===== config.mk =====
export PLATFORM = sky130hd
export DESIGN_NAME = ifetch_112
export DESIGN_NICKNAME = d
export VERILOG_FILES = /design/src/rtl/ifetch_112_pkg.sv /design/src/rtl/ifetch_112_npc.sv /design/src/rtl/ifetch_112.sv
export SDC_FILE = /design/constraint.sdc
export NUM_CORES = 1
export LEC_CHECK = 0
export ABC_AREA = 1
export BUFFER_PORTS_ARGS = -buffer_cell sky130_fd_sc_hd__buf_2
export CORE_MARGIN = 3
export CORE_UTILIZATION = 50
export DETAILED_ROUTE_END_ITERATION = 6
export PLACE_DENSITY = 0.78
export SYNTH_ARGS = -nofsm -noshare
export SYNTH_HDL_FRONTEND = slang
export SYNTH_SLANG_ARGS = --single-unit

===== constraint.sdc =====
create_clock -name clk -period 4 [get_ports clk]
set_clock_uncertainty 0.2 [all_clocks]
set_input_delay 0.4 -clock clk [delete_from_list [all_inputs] [get_ports clk]]
set_output_delay 0.4 -clock clk [all_outputs]
set_load 0.01 [all_outputs]

===== src/rtl/ifetch_112_pkg.sv =====
// Shared definitions for the ifetch_112 fetch stage: FSM state encoding, MIPS opcode/func
// constants used around fetch, default reset PC / halt word, and the branch-offset helper.
package ifetch_112_pkg;

    typedef enum logic [1:0] {
        ST_FETCH = 2'd0,
        ST_EXEC  = 2'd1,
        ST_HALT  = 2'd2
    } fetch_state_t;

    localparam logic [5:0]  OP_RTYPE = 6'h00;
    localparam logic [5:0]  OP_J     = 6'h02;
    localparam logic [5:0]  OP_BEQ   = 6'h04;
    localparam logic [5:0]  OP_ADDI  = 6'h08;
    localparam logic [5:0]  FUNC_SYSCALL = 6'h0C;

    localparam logic [31:0] DEFAULT_RESET_PC  = 32'h0000_0000;
    localparam logic [31:0] DEFAULT_HALT_INST = 32'h0000_000C;

    // Sign-extended word offset of a conditional branch, already scaled to bytes.
    function automatic logic [31:0] branch_offset(input logic [15:0] imm16);
        return {{14{imm16[15]}}, imm16, 2'b00};
    endfunction

endpackage


===== src/rtl/ifetch_112_npc.sv =====
// npc_112: combinational next-PC selection (jump > taken branch > sequential), all mod 2^32.
module npc_112
    import ifetch_112_pkg::*;
(
    input  logic [31:0] pc,
    input  logic [25:0] imm26,
    input  logic        branch,
    input  logic        jump,
    input  logic        zero,
    output logic [31:0] npc
);

    logic [31:0] pc4;

    assign pc4 = pc + 32'd4;

    // The branch immediate is the low half of the jump field.
    always_comb begin
        npc = pc4;
        if (jump) begin
            npc = {pc4[31:28], imm26, 2'b00};
        end else if (branch && zero) begin
            npc = pc4 + branch_offset(imm26[15:0]);
        end
    end

endmodule


===== src/rtl/ifetch_112.sv =====
// ifetch_112: PC register and FETCH/EXEC/HALT sequencing over a ready-handshake instruction port.
// Optional fetch halt on HALT_INST is enabled by defining IFETCH_HALT_EN.
module ifetch_112
    import ifetch_112_pkg::*;
#(
    parameter logic [31:0] RESET_PC  = DEFAULT_RESET_PC,
    parameter logic [31:0] HALT_INST = DEFAULT_HALT_INST
) (
    input  logic        clk,
    input  logic        rst,
    output logic        imem_req,
    output logic [31:0] imem_addr,
    input  logic [31:0] imem_rdata,
    input  logic        imem_ready,
    output logic [31:0] inst,
    output logic [5:0]  op,
    output logic [5:0]  func,
    output logic        inst_valid,
    output logic [31:0] pc,
    input  logic        retire,
    input  logic        Branch,
    input  logic        Jump,
    input  logic        Zero,
    output logic        halted
);

`ifdef IFETCH_HALT_EN
    localparam bit HALT_EN = 1'b1;
`else
    localparam bit HALT_EN = 1'b0;
`endif

    fetch_state_t state, state_next;
    logic [31:0]  pc_q, inst_q, npc;
    logic         inst_valid_q, halted_q;
    logic         halt_hit;

    assign halt_hit = HALT_EN && (imem_rdata == HALT_INST);

    npc_112 u_npc (
        .pc     (pc_q),
        .imm26  (inst_q[25:0]),
        .branch (Branch),
        .jump   (Jump),
        .zero   (Zero),
        .npc    (npc)
    );

    // NOTE: sequential state uses non-blocking assignments so every register samples
    // pre-edge values, regardless of the order blocks are evaluated in simulation.
    always_ff @(posedge clk) begin
        if (rst) begin
            state <= ST_FETCH;
        end else begin
            state <= state_next;
        end
    end

    // NOTE: every output of this block is assigned a default first, so no path can
    // leave a value unassigned and infer a latch.
    always_comb begin
        state_next = state;
        imem_req   = 1'b0;
        case (state)
            ST_FETCH: begin
                imem_req = 1'b1;
                if (imem_ready) begin
                    state_next = halt_hit ? ST_HALT : ST_EXEC;
                end
            end
            ST_EXEC: begin
                if (retire) begin
                    state_next = ST_FETCH;
                end
            end
            ST_HALT: ;
            default: state_next = ST_FETCH;
        endcase
    end

    // Handshake inputs are only acted on in the state that owns them; others are ignored.
    always_ff @(posedge clk) begin
        if (rst) begin
            pc_q         <= {RESET_PC[31:2], 2'b00};
            inst_q       <= '0;
            inst_valid_q <= 1'b0;
            halted_q     <= 1'b0;
        end else begin
            case (state)
                ST_FETCH: begin
                    if (imem_ready) begin
                        if (halt_hit) begin
                            halted_q <= 1'b1;
                        end else begin
                            inst_q       <= imem_rdata;
                            inst_valid_q <= 1'b1;
                        end
                    end
                end
                ST_EXEC: begin
                    if (retire) begin
                        pc_q         <= npc;
                        inst_valid_q <= 1'b0;
                    end
                end
                default: ;
            endcase
        end
    end

    assign imem_addr  = pc_q;
    assign pc         = pc_q;
    assign inst       = inst_q;
    assign op         = inst_q[31:26];
    assign func       = inst_q[5:0];
    assign inst_valid = inst_valid_q;
    assign halted     = halted_q;

endmodule

==> metrics.cfg <==
[layout]
layout.cells.most_common_list = sky130_fd_sc_hd__nand2_1, sky130_fd_sc_hd__buf_2, sky130_fd_sc_hd__nor2_1
layout_commonest_cell = sky130_fd_sc_hd__nand2_1
layout-drive-gt1-share_pct = 16.1
layout.nets = 1249
layoutNonFillerInstCount = 1320
multiInputGateArea_sq_um = 3910
synthToLayoutAreaGrowth_pct = 13.4
diodes_inserted = 0
seqCellArea_sq_um = 1260
layout.filler_cells = 1188

[sta]
setup_repair_after_global_routing_missed_its_margin = no
hold_viol = 0
worst_slew_margin_rel_pct = 26.1
layout_min_cycle_time_ns = 3.50
finalMaxSlewViolations = 0
min_period_over_period_pct = 87.6
tightest_slew_ns = 1.11
timing.fmax_ghz = 0.285
setup_violations = 0
final_layout_setup_total_negative_slack_ns = 0

[synthesis]
post-synth-top-area-cell = sky130_fd_sc_hd__nand2_1
yosysTopAreaCellShare_pct = 21.8
synth.cell_area_sq_um = 6120
synth_cell_types = 38
synth-edff-count = 0
ys.warnings.count = 0
ys_async_sr_fraction_pct = 0
synth.top_cells.by_area = sky130_fd_sc_hd__nand2_1, sky130_fd_sc_hd__dfxtp_1, sky130_fd_sc_hd__nor2_1
yosysSeqAreaShare_pct = 20.6
synth.ff_latch_count = 63
syn_inst = 1077
ys_dominant_reg_cell = sky130_fd_sc_hd__dfxtp_1
syn_avg_cell_area_sq_um = 5.68

[clocking]
cts_num_sinks = 63
cts.htree.levels = 3
numCtsBuffers = 9
post_cts_buffers = 0
ctsResizeCount = 0
clock_tree_from_tritoncts = built
max-clock-path-buffers = 2
clockRootBuffer = sky130_fd_sc_hd__clkbuf_16
cts.clk_slew.worst_paths_ns = 0.06
cts_hold_buf = 0
skew_pair_late_insertion_delay_ns = 0.33

[power]
total_switching_power_uw = 626
power.density_nw_per_um2 = 280
vdd_ir_drop_max_uv = 292
clkPwrFrac_pct = 41.5
power_switching_share_pct = 32.1
total_leakage_power_nw = 3.90
seqPwrFrac_pct = 37.1
intPower_mw = 1.32
comb_power_share_pct = 21.4

[status]
status = complete, no violations

[setup_path]
critical_path.endpoint_type = flip-flop
startpoint_type = flip-flop
worst-endpoint-arrival_ns = 3.52
startpoint_of_the_worst_slack_reg_to_reg_timing_path = imem_addr[2]
reg2reg_depth = 17
worstPathRequired_ns = 4.02
timing.critical_path.fanout_max = 9
timing_worst_setup_path_type = flip-flop to flip-flop
worst_flop_to_flop_path_endpoint = imem_addr[19]
worst-r2r-setup-slack_ns = 0.50

[routing]
final_antenna_net_count = 0
first_pass_iters = 6
drc = 0
routed_wl_mm = 19.9
drt_iter0_drc = 501
detail_route.vias_per_cell = 5.26
vias = 6939
wl_per_cell_microns = 15.1

[floorplanning]
floorplan.initialDensity_pct = 52.3
top_level_ports = 150
die_h_microns = 117
rows = 39
die_w_microns = 117
placeableCoreArea_sq_um = 11700
floorplan.die_area_sq_um = 13600

[placed_design]
place_inst = 1304
gpl.final_weighted_congestion = 1.01
place.port_buffers = 144
place_hpwl_mm = 15.9

[global_routing]
number_of_antenna_violations_at_the_first_check_in_global_routing = 0
grt_use_total_pct = 29.9
global_route_wire_length_before_repair_mm = 31.9
largest_net_degree_at_the_start_of_global_routing = 42
grt.overflow.total = 0
grt_pass1_vias = 6393

[hold_path]
timing.hold.worst_endpoint = inst[10]
hold_path.class = primary input to flip-flop
worst_hold_path_depth = 3
source_of_the_worst_hold_timing_path = imem_rdata[10]

[job]
max-cap-violations = 0

[cell families after synthesis]
group,synth area share [%]
buffers and inverters,15.7
AOI/OAI and AO/OA,11.1
other,0.0613
xor gates and xnor gates,3.01
adders and majority gates,7.89
and+or+nand+nor,41.6
DFF,20.6
[worst max-delay path by stage]
stage	startpoint	endpoint	slack, ns	depth (start not counted)
after floorplan	imem_addr[2]	imem_addr[29]	1.12	18
after global placement	imem_addr[2]	imem_addr[19]	0.58	19
after detailed placement	imem_addr[2]	imem_addr[19]	0.57	19
after CTS	imem_addr[2]	imem_addr[11]	0.58	16
after global routing	imem_addr[2]	imem_addr[11]	0.23	16
final	imem_addr[2]	imem_addr[19]	0.50	17
[worst max-delay path: stages, from the launching register on]
cell	delay, ns
sky130_fd_sc_hd__dfxtp_1	0.49
sky130_fd_sc_hd__ha_1	0.25
sky130_fd_sc_hd__inv_1	0.06
sky130_fd_sc_hd__nor2_2	0.25
sky130_fd_sc_hd__nand2_2	0.15
sky130_fd_sc_hd__xnor2_1	0.31
sky130_fd_sc_hd__ha_1	0.36
sky130_fd_sc_hd__nand2_1	0.14
sky130_fd_sc_hd__inv_1	0.05
sky130_fd_sc_hd__nand2_1	0.06
sky130_fd_sc_hd__nand2_1	0.09
sky130_fd_sc_hd__nand3b_1	0.32
sky130_fd_sc_hd__nand2_1	0.16
sky130_fd_sc_hd__nand3_1	0.08
sky130_fd_sc_hd__nand3_1	0.14
sky130_fd_sc_hd__nand3_1	0.11
sky130_fd_sc_hd__nand2_1	0.12
sky130_fd_sc_hd__nand2_1	0.05
[cell type report]
type,instances,area share [%]
Multi-Input combinational cell,810,56.4
Sequential cell,63,18.2
Timing Repair Buffer,149,10.9
Inverter,139,7.52
Clock buffer,10,3.44
Tap cell,143,2.58
Clock inverter,6,0.973
[per-layer routing]
metal,global-route usage (%),share of wire [%],vias to the layer above
met5,0,0,-
met4,11.4,3.4,0
met3,5.03,7.6,52
met2,46.5,44,310
met1,41.6,45,3054
li1,-,-,3523
[flip-flops by register name (all words and copies together), names as in the netlist]
signal and flops:
inst 32, inst_valid 1, imem_addr 30
[power by group through the flow]
| stage | logic (mW) | clock network [mW] | registers [mW] |
|---|---|---|---|
| floorplan | 0.277 | 0 | 0.738 |
| global placement | 0.406 | 0 | 0.734 |
| detailed placement | 0.410 | 0 | 0.734 |
| CTS | 0.412 | 0.807 | 0.721 |
| global route | 0.470 | 0.838 | 0.729 |
| finish | 0.417 | 0.807 | 0.723 |
[stage by stage]
stage	power (mW)	setup slack [ns]	util [%]	hold slack (ns)	area, sq um
2_1_floorplan	1.01	1.12	-	0.288	6130
3_3_place_gp	1.14	0.582	56.6	0.259	6630
3_5_place_dp	1.14	0.570	56.6	0.267	6630
4_1_cts	1.94	0.579	59.3	0.0851	6940
5_1_grt	2.04	0.233	59.3	0.101	6940
6_report	1.95	0.497	59.3	0.0870	6940
[Yosys cell counts (2+ instances only)]
cell and count:
sky130_fd_sc_hd__dfxtp_1 63, sky130_fd_sc_hd__nor2_1 143, sky130_fd_sc_hd__o21ai_0 60, sky130_fd_sc_hd__nand3b_1 5, sky130_fd_sc_hd__or2_2 7, sky130_fd_sc_hd__a21oi_1 53, sky130_fd_sc_hd__nor3_2 2, sky130_fd_sc_hd__inv_1 138
sky130_fd_sc_hd__nor2_2 5, sky130_fd_sc_hd__clkbuf_1 17, sky130_fd_sc_hd__buf_1 3, sky130_fd_sc_hd__ha_1 37, sky130_fd_sc_hd__o21ai_1 4, sky130_fd_sc_hd__nor3b_1 3, sky130_fd_sc_hd__nor3_1 9, sky130_fd_sc_hd__nand4_1 10
sky130_fd_sc_hd__nand2_1 356, sky130_fd_sc_hd__buf_2 2, sky130_fd_sc_hd__xnor2_1 6, sky130_fd_sc_hd__o211ai_1 2, sky130_fd_sc_hd__o22ai_1 2, sky130_fd_sc_hd__xor2_1 15, sky130_fd_sc_hd__nand3_1 63, sky130_fd_sc_hd__buf_4 47
sky130_fd_sc_hd__nor2_4 2, sky130_fd_sc_hd__and2_1 2, sky130_fd_sc_hd__nand2_2 6, sky130_fd_sc_hd__o21bai_1 5
Note: power is estimated with default switching activity, not from simulation.
